### src/rtl/sample_sequencer_pkg.sv
// Shared definitions for the sample sequencer.
// FSM state encoding and default timing constants.
package sample_sequencer_pkg;

   typedef enum logic [2:0] {
      ST_IDLE  = 3'd0,
      ST_START = 3'd1,
      ST_WAIT  = 3'd2,
      ST_LOAD  = 3'd3,
      ST_ERR   = 3'd4
   } state_t;

   localparam int DEF_PERIOD_CYC  = 1000000;
   localparam int DEF_TIMEOUT_CYC = 1000;

   localparam int PER_W = 20;
   localparam int TMO_W = 16;

endpackage

### src/rtl/tick_counter.sv
// Modulo-MODULUS counter with enable; held at zero while disabled.
// Ports: clk, rst (async high), en, tc (terminal count while enabled).
module tick_counter #(
   parameter int MODULUS = 16,
   parameter int WIDTH   = 20
) (
   input  logic clk,
   input  logic rst,
   input  logic en,
   output logic tc
);

   localparam logic [WIDTH-1:0] LAST = WIDTH'(MODULUS - 1);

   logic [WIDTH-1:0] cnt;

   always_ff @(posedge clk or posedge rst) begin
      if (rst)
         cnt <= '0;
      else if (!en)
         cnt <= '0;
      else if (cnt == LAST)
         cnt <= '0;
      else
         cnt <= cnt + WIDTH'(1);
   end

   assign tc = en && (cnt == LAST);

endmodule

### src/rtl/sample_sequencer.sv
// Periodic ADC conversion sequencer with timeout and sticky error flags.
// Ports: Clk_S, Reset_S, Run_S, Clear_S, Adc_Done in; Adc_Start, Load_R,
//   Temp_Valid, Busy, Timeout_Err, Overrun out (all from registers).
module sample_sequencer
   import sample_sequencer_pkg::*;
#(
   parameter int PERIOD_CYC  = DEF_PERIOD_CYC,
   parameter int TIMEOUT_CYC = DEF_TIMEOUT_CYC
) (
   input  logic Clk_S,
   input  logic Reset_S,
   input  logic Run_S,
   input  logic Clear_S,
   input  logic Adc_Done,
   output logic Adc_Start,
   output logic Load_R,
   output logic Temp_Valid,
   output logic Busy,
   output logic Timeout_Err,
   output logic Overrun
);

   localparam logic [TMO_W-1:0] TMO_LAST = TMO_W'(TIMEOUT_CYC - 1);

   state_t           state;
   logic [TMO_W-1:0] tmo_cnt;
   logic             tick;

   tick_counter #(
      .MODULUS (PERIOD_CYC),
      .WIDTH   (PER_W)
   ) u_per (
      .clk (Clk_S),
      .rst (Reset_S),
      .en  (Run_S),
      .tc  (tick)
   );

   always_ff @(posedge Clk_S or posedge Reset_S) begin
      if (Reset_S) begin
         state       <= ST_IDLE;
         tmo_cnt     <= '0;
         Temp_Valid  <= 1'b0;
         Timeout_Err <= 1'b0;
         Overrun     <= 1'b0;
      end else begin
         // clear first so a set event in the same cycle wins
         if (Clear_S) begin
            Timeout_Err <= 1'b0;
            Overrun     <= 1'b0;
         end
         if (tick && state != ST_IDLE)
            Overrun <= 1'b1;
         case (state)
            ST_IDLE:
               if (tick)
                  state <= ST_START;
            ST_START: begin
               tmo_cnt <= '0;
               state   <= ST_WAIT;
            end
            ST_WAIT:
               if (Adc_Done)
                  state <= ST_LOAD;
               else if (tmo_cnt == TMO_LAST)
                  state <= ST_ERR;
               else
                  tmo_cnt <= tmo_cnt + TMO_W'(1);
            ST_LOAD: begin
               Temp_Valid <= 1'b1;
               state      <= ST_IDLE;
            end
            ST_ERR: begin
               Timeout_Err <= 1'b1;
               Temp_Valid  <= 1'b0;
               state       <= ST_IDLE;
            end
            default:
               state <= ST_IDLE;
         endcase
      end
   end

   assign Adc_Start = (state == ST_START);
   assign Load_R    = (state == ST_LOAD);
   assign Busy      = (state == ST_START) || (state == ST_WAIT);

endmodule

### config.mk
export PLATFORM = sky130hd
export DESIGN_NAME = sample_sequencer
export DESIGN_NICKNAME = d
export VERILOG_FILES = /design/src/rtl/sample_sequencer_pkg.sv /design/src/rtl/tick_counter.sv /design/src/rtl/sample_sequencer.sv
export SDC_FILE = /design/constraint.sdc
export NUM_CORES = 1
export LEC_CHECK = 0
export CAP_MARGIN = 0
export CORE_AREA = 2 2 72 80
export DETAILED_ROUTE_END_ITERATION = 16
export DIE_AREA = 0 0 74 82
export SLEW_MARGIN = 40
export SYNTH_ARGS = -nofsm -noshare
export SYNTH_HDL_FRONTEND = slang
export SYNTH_HIERARCHICAL = 1
export SYNTH_SLANG_ARGS = --single-unit
### constraint.sdc
create_clock -name Clk_S -period 2.1 [get_ports Clk_S]
set_clock_uncertainty 0.05 [all_clocks]
set_input_delay 0.42 -clock Clk_S [delete_from_list [all_inputs] [get_ports Clk_S]]
set_output_delay 0.42 -clock Clk_S [all_outputs]
set_load 0.02 [all_outputs]
==> metrics, run 1 <==
Syn Nets 240; Antenna diodes 0; post-synthesis register bit count 42; mux contribution to synthesized area 6.15%; status complete, no violations; final core occ 50.6%; largest family of logic cells by synthesized area simple AND/OR/NAND/NOR gates; register area 1050 µm²; fin nets 267; syn avg cell area 9.86 µm²; fin cells 336; Synth Area in Simple Gates 30.3%; area post-placement 2580 µm²; combinational fraction of design power 26.5%; Initial Util 43.4%; WL met1 2070 µm; Routed Wire Length 4560 µm; post-synthesis cell type count 45; Fin. Hold Viols 0; Tot Pwr 2.02 mW; TNS Setup 0 ps; switching part of the total power 30.9%; Tmin final 2000 ps; initial antenna violation count 0; worst vdd ir 0.000339 V; Highest Clock Rate 501 MHz; fin. max-slew vios 0; Slew Limit Headroom 61.0%; RSZ-0062 raised after global routing no; Die Y 82 µm; critical path required time 1630 ps; Pwr per Cell Area 753 nW/µm²; Worst Tran Pin Value 580 ps; via count 1739; DP Wirelength 3320 µm; core area 5290 µm²; worst hold path type register to register; Total GRT Usage 17.1%; hold buffer count at CTS 0; commonest cells after routing, fill and taps aside 42 x dfrtp_1, 30 x nor2_1, 24 x nand2_1; commonest non-fill, non-tap cell in the layout dfrtp_1; pin count of the biggest net entering global routing 23; clock root cell clkbuf_8; number of synthesis warnings 6; IO Port Bufs 10; DIE WIDTH 74 µm; Placed Cells 328; post-DR vias/cell 5.18; CTS Buf Count 5; final worst slack 105 ps; H-tree lvl count 2; critical path type register to primary output; area delta synth->final 16.4%; site row count 28; clk_lat worst skew 290 ps; layout cells sized above 1 14.2%; Flop pwr share 46.8%; EDFF count, synth 0; Post-Synth Adder-Cell Area 1.09%; CTS tree yes; mapped cell area 2300 µm²; number of setup violations in the final report 0; # fillers 492; clock tree buffer depth 2; clock slew at reported path FFs 80 ps; Max Cap Violations 0; Initial DRC Count 63; Highest Signal Layer met4; Clk pwr share 26.7%; DRT Pass-1 Iters 4; Synth Area in XOR/XNOR 5.72%; sequential fraction of the synthesis area 45.8%; Post-Syn Instances 233; CP arrival 1530 ps; Primary FF master, synth dfrtp_1; wire length on met3 92 µm; vias in the first global route 1754; async set or reset register ratio after synthesis 100%; cell leakage power 1.15 nW; RePlAce Congestion 0.912; number of top-level pins 11; total grt overflow 0; CP endpoint kind primary output; Die ar. 6070 µm²; switching power 0.622 mW; wire length per cell 13.6 µm; DRC viols 0; met2 wire len 2320 µm; Max FO, Critical Path 2; Hold Slack 433 ps; clock sink total 42; ANT nets after route 0; element type at the critical path start register; final critical-path share of the clock period 95.0%; post-route cell area 2680 µm²; first-pass GRT wire length 7950 µm; pre-CTS setup slack -154 ps; Int Power 1.39 mW; Synth Area in Compound Gates 7.63%; area of the multi-input gates 1170 µm²
worst max-delay path, cell delays in order, from the launching register on:
cell,delay [ps]
dfrtp_1,380
or3b_2,490
nand2_1,70
clkdlybuf4s15_1,300
registers in the layout, summed over array words and instances (netlist names):
name / cells
Overrun: 1
Temp_Valid: 1
Timeout_Err: 1
state: 3
tmo_cnt: 16
u_per/cnt: 20
cell usage after synthesis (all sizes together), types with 2 or more instances:
library cell / number / share of area (%)
clkbuf: 3 / 0.49
nor2b: 2 / 0.54
a22o: 3 / 1.1
nor3: 10 / 2.4
a21oi: 4 / 0.87
o22ai: 3 / 0.82
nand2b: 2 / 0.54
nand3: 9 / 2.5
o21ai: 7 / 2.0
nand3b: 2 / 0.65
nor4b: 2 / 1.0
xnor2: 14 / 5.3
ha: 2 / 1.1
inv: 10 / 1.6
nor2: 30 / 4.9
nor4: 10 / 3.3
and4: 3 / 1.1
nand2: 24 / 3.9
and3: 8 / 2.2
dfrtp: 42 / 46
buf: 3 / 1.2
mux2i: 13 / 5.7
nand4: 13 / 4.5
power groups by stage:
| stage | combinational, mW | sequential (mW) | clock, mW |
|---|---|---|---|
| after global routing | 0.598 | 0.956 | 0.594 |
| final | 0.535 | 0.943 | 0.537 |
| after CTS | 0.535 | 0.944 | 0.560 |
| after floorplan | 0.341 | 0.954 | 0 |
| after global placement | 0.541 | 0.960 | 0 |
| after detailed placement | 0.551 | 0.960 | 0 |
final timing paths:
check	start	endpoint	slack, ps	cells after the start
setup reg to reg	state[0]	tmo_cnt[14]	150	5
max in group asynchronous	Reset_S	tmo_cnt[0]	1320	3
hold reg to reg	u_per/cnt[0]	u_per/cnt[0]	430	1
min in group asynchronous	Reset_S	u_per/cnt[2]	440	3
hold / removal	u_per/cnt[0]	u_per/cnt[0]	430	1
setup / recovery	state[0]	Busy	100	3
per-layer routing:
metal	track usage (%)	up-vias
met3	3.44	8
met2	31.0	15
li1	-	898
met5	0	-
met4	6.91	0
met1	19.5	818
cell type report:
type                    instances  share of cell area (%)
clock buffers                   7                    3.23
clock inverters                 1                   0.187
inverters                      10                    1.40
multi-input cells             175                    43.7
flip-flops and latches         42                    39.3
well taps                      75                    3.51
repair buffers                 26                    8.65
kinds of logic (layout without fill, tap and decap cells):
family | count (synthesis) | count (layout)
compound gates | 22 | 22
xor+xnor | 15 | 15
simple gates | 122 | 122
buf+inv | 16 | 44
fa+ha+maj | 2 | 2
flops | 42 | 42
mux | 14 | 14
repair_timing:
item,4_1_cts,5_1_grt
buffers inserted,0,0
setup endpoints to repair,3,2
resized for setup,3,2
Note: power is estimated with default switching activity, not from simulation.
==> run 2: changes to the inputs <==
- SKIP_CTS_REPAIR_TIMING: default -> 1
==> metrics, run 2 (same netlist as run 1, synthesis figures left out) <==
commonest non-fill, non-tap cell in the layout dfrtp_1 (unchanged); DIE WIDTH 74 µm (unchanged); layout cells sized above 1 14.2% (unchanged); Fin. Hold Viols 0 (unchanged); vias in the first global route 1754 (unchanged); critical path required time 2230 ps (was 1630 ps); # fillers 491 (was 492); register area 1050 µm² (unchanged); Tot Pwr 2.02 mW (about the same); worst vdd ir 0.000340 V (was 0.000339 V); number of setup violations in the final report 0 (unchanged); Antenna diodes 0 (unchanged); pre-CTS setup slack -154 ps (unchanged); cell leakage power 1.19 nW (was 1.15 nW); Placed Cells 328 (unchanged); Hold Slack 433 ps (about the same); fin. max-slew vios 0 (unchanged); max FFs per register 20 (unchanged); core area 5290 µm² (unchanged); Worst setup startpoint state[0] (unchanged); Routed Wire Length 4560 µm (about the same); final worst slack 149 ps (was 105 ps); DRT Pass-1 Iters 4 (unchanged); CTS Buf Count 5 (unchanged); Total GRT Usage 17.1% (unchanged); critical path type register to register (was register to primary output); final core occ 50.7% (was 50.6%); ANT nets after route 0 (unchanged); clock slew at reported path FFs 80 ps (about the same); post-DR vias/cell 5.18 (about the same); Pwr per Cell Area 753 nW/µm² (about the same); number of top-level pins 11 (unchanged); Initial Util 43.4% (unchanged); clock tree buffer depth 2 (unchanged); Largest Register u_per/cnt (unchanged); post-route cell area 2680 µm² (about the same); Max FO, Critical Path 10 (was 2); worst hold path type register to register (unchanged); area post-placement 2580 µm² (unchanged); CP endpoint kind register (was primary output); RePlAce Congestion 0.912 (unchanged); Die ar. 6070 µm² (unchanged); DRC viols 0 (unchanged); reg2reg setup slack 150 ps (about the same); RSZ-0062 raised after global routing no (unchanged); IO Port Bufs 10 (unchanged); CTS tree yes (unchanged); clk_lat worst skew 290 ps (about the same); DP Wirelength 3320 µm (unchanged); clock sink total 42 (unchanged); site row count 28 (unchanged); Tmin final 1950 ps (was 2000 ps); Initial DRC Count 64 (was 63); fin nets 267 (unchanged); first-pass GRT wire length 7950 µm (unchanged); area delta synth->final 16.8% (was 16.4%); via count 1740 (was 1739); Max Cap Violations 0 (unchanged); clock root cell clkbuf_8 (unchanged); TNS Setup 0 ps (unchanged); total grt overflow 0 (unchanged); status complete, no violations (unchanged); Die Y 82 µm (unchanged); fin cells 336 (unchanged); pin count of the biggest net entering global routing 23 (unchanged); Highest Clock Rate 513 MHz (was 501 MHz); hold path startpoint u_per/cnt[0] (unchanged); initial antenna violation count 0 (unchanged); Slew Limit Headroom 61.0% (unchanged); commonest cells after routing, fill and taps aside 42 x dfrtp_1, 30 x nor2_1, 24 x nand2_1 (unchanged); top flop regs u_per/cnt: 20 flops, tmo_cnt: 16 flops, state: 3 flops (unchanged); wire length per cell 13.6 µm (about the same); RR Startpoint state[0] (unchanged); final critical-path share of the clock period 92.9% (was 95.0%); H-tree lvl count 2 (unchanged); area of the multi-input gates 1170 µm² (unchanged); element type at the critical path start register (unchanged); Worst Tran Pin Value 580 ps (unchanged); CP arrival 2080 ps (was 1530 ps)
-- run 2: final timing paths --
path,end,cells after the start
max,tmo_cnt[14],5
min,u_per/cnt[0],1
max reg2reg,tmo_cnt[14],5
min reg2reg,u_per/cnt[0],1
max in group asynchronous,tmo_cnt[0],3
min in group asynchronous,u_per/cnt[2],3
-- run 2: power breakdown --
group	total, mW	internal, mW	leakage, nW	switching [mW]
Sequential	0.943	0.875	0.578	0.0679
Combinational	0.540	0.259	0.566	0.282
Clock	0.537	0.265	0.0482	0.272
Total	2.02	1.40	1.19	0.621
-- run 2: layout make-up --
class	count	area share, %
Sequential cell	42	39.2
Multi-Input combinational cell	175	43.6
Inverter	10	1.40
Clock buffer	7	3.22
Tap cell	75	3.50
Timing Repair Buffer	26	8.95
Clock inverter	1	0.186
-- run 2: worst max-delay path: stages, from the launching register on --
cell,delay [ps]
dfrtp_1,380
buf_4,170
or4b_4,580
a41oi_4,220
nor2_1,110
a221o_1,350
-- run 2: routing by layer --
metal	vias up	global-route usage, %	share of wire (%)
li1	897	-	-
met1	817	19.5	45
met2	18	31.0	51
met3	8	3.44	2.1
met4	0	6.91	1.7
met5	-	0	0
==> run 3: changes to the inputs <==
- clock period: 2.1 -> 2.46 ns (I/O delays scaled with it)
==> metrics, run 3 (same netlist as run 1, synthesis figures left out) <==
H-tree lvl count 2 (unchanged); clock slew at reported path FFs 80 ps (about the same); vias in the first global route 1701 (was 1754); status complete, no violations (unchanged); Largest Register u_per/cnt (unchanged); ANT nets after route 0 (unchanged); pin count of the biggest net entering global routing 23 (unchanged); core area 5290 µm² (unchanged); Reg2Reg Depth 5 (unchanged); element type at the critical path start register (unchanged); final core occ 49.8% (was 50.7%); DIE WIDTH 74 µm (unchanged); final worst slack 255 ps (was 149 ps); GRT met3 Usage 3.31% (was 3.44%); Worst setup startpoint state[2] (was state[0]); met2 capacity usage during global routing 28.7% (was 31.0%); reg2reg setup slack 410 ps (was 150 ps); pre-CTS setup slack 132 ps (was -154 ps); Total GRT Usage 17.0% (was 17.1%); via count 1687 (was 1740); worst vdd ir 0.000294 V (was 0.000340 V); clk_lat worst skew 300 ps (was 290 ps); area post-placement 2520 µm² (was 2580 µm²); CP endpoint kind primary output (was register); Tmin final 2210 ps; TNS Setup 0 ps (unchanged); switching power 0.521 mW (was 0.621 mW); Worst Tran Pin Value 562 ps (was 580 ps); CTS tree yes (unchanged); switching part of the total power 29.8% (was 30.7%); Die ar. 6070 µm² (unchanged); total grt overflow 0 (unchanged); Flop pwr share 46.1% (was 46.7%); Max FO, Critical Path 7 (was 10); commonest cells after routing, fill and taps aside 42 x dfrtp_1, 30 x nor2_1, 24 x nand2_1 (unchanged); max FFs per register 20 (unchanged); clock root cell clkbuf_8 (unchanged); fin nets 260 (was 267); Slew Limit Headroom 62.2% (was 61.0%); Initial DRC Count 60 (was 64); CP arrival 1660 ps (was 2080 ps); DP Wirelength 3170 µm (was 3320 µm); CTS Buf Count 5 (unchanged); critical path type register to primary output (was register to register); RR Startpoint u_per/cnt[0] (was state[0]); combinational fraction of design power 24.6% (was 26.7%); met1 usage 21.2% (was 19.5%); post-DR vias/cell 5.13 (was 5.18); Int Power 1.23 mW (was 1.40 mW); top flop regs u_per/cnt: 20 flops, tmo_cnt: 16 flops, state: 3 flops (unchanged); clock sink total 42 (unchanged); area delta synth->final 14.7% (was 16.8%); commonest non-fill, non-tap cell in the layout dfrtp_1 (unchanged); Antenna diodes 0 (unchanged); worst hold path type register to register (unchanged); first-pass GRT wire length 7880 µm (was 7950 µm); Clk pwr share 29.3% (was 26.6%); Fin. Hold Viols 0 (unchanged); DRT Pass-1 Iters 4 (unchanged); cell leakage power 1.15 nW (was 1.19 nW); Initial Util 43.4% (unchanged); Placed Cells 321 (was 328); fin. max-slew vios 0 (unchanged); Max Cap Violations 0 (unchanged); post-route cell area 2640 µm² (was 2680 µm²); Pwr per Cell Area 664 nW/µm² (was 753 nW/µm²); IO Port Bufs 10 (unchanged); Die Y 82 µm (unchanged); site row count 28 (unchanged); Routed Wire Length 4470 µm (was 4560 µm); number of top-level pins 11 (unchanged); wire length per cell 13.6 µm (about the same); global route hottest layer met2 (unchanged); layout cells sized above 1 12.2% (was 14.2%); initial antenna violation count 0 (unchanged); RePlAce Congestion 0.860 (was 0.912); final critical-path share of the clock period 89.6%; reg2reg end u_per/cnt[3] (was tmo_cnt[14]); fin cells 329 (was 336); clock tree buffer depth 2 (unchanged); Highest Clock Rate 453 MHz; hold path startpoint u_per/cnt[0] (unchanged); RSZ-0062 raised after global routing no (unchanged); DRC viols 0 (unchanged); number of setup violations in the final report 0 (unchanged); hold path cells 1 (unchanged); critical path required time 1920 ps (was 2230 ps); hold path endpoint u_per/cnt[0] (unchanged)
## run 3: changes by cell type in the layout (fill, tap and decap cells not counted)
cell and delta:
clkbuf_1 -1, buf_4 -6, dlymetal6s2s_1 -1, clkdlybuf4s50_1 +1, clkbuf_8 +2, clkinv_2 -1, buf_12 -1
## run 3: metrics by stage
step           power, mW  hold slack, ps
2_1_floorplan       1.11             400
3_3_place_gp        1.25             427
3_5_place_dp        1.26             434
4_1_cts             1.78             445
5_1_grt             1.88             455
6_report            1.75             440
## run 3: per-layer routing
metal / up-vias / wire, µm
met5: - / 0
met2: 15 / 2220
met1: 790 / 2090
met4: 0 / 66
li1: 875 / -
met3: 7 / 92
## run 3: worst max-delay path by stage
stage	endpoint	slack (ps)	cells past startpoint
2_1_floorplan	tmo_cnt[14]	600	4
3_3_place_gp	tmo_cnt[7]	150	5
3_5_place_dp	tmo_cnt[7]	130	5
4_1_cts	Busy	20	3
5_1_grt	Load_R	170	4
6_report	Load_R	250	4
## run 3: layout make-up
class / count / area, µm²
fill: 505 / 2660
tap: 75 / 93.8
multi-input combinational: 175 / 1170
sequential: 42 / 1050
timing repair buffer: 19 / 173
inverter: 10 / 37.5
clock buffer: 8 / 110
## run 3: power by group through the flow
stage	combinational, mW	clock [mW]	sequential (mW)
6_report	0.431	0.513	0.807
5_1_grt	0.494	0.567	0.817
4_1_cts	0.439	0.532	0.806
3_5_place_dp	0.438	0	0.820
3_3_place_gp	0.435	0	0.819
2_1_floorplan	0.291	0	0.815
## run 3: worst max-delay path, stage by stage (launching register included)
cell and delay [ps]:
dfrtp_1 390, buf_4 160, inv_1 80, and3_1 150
clkdlybuf4s50_1 590
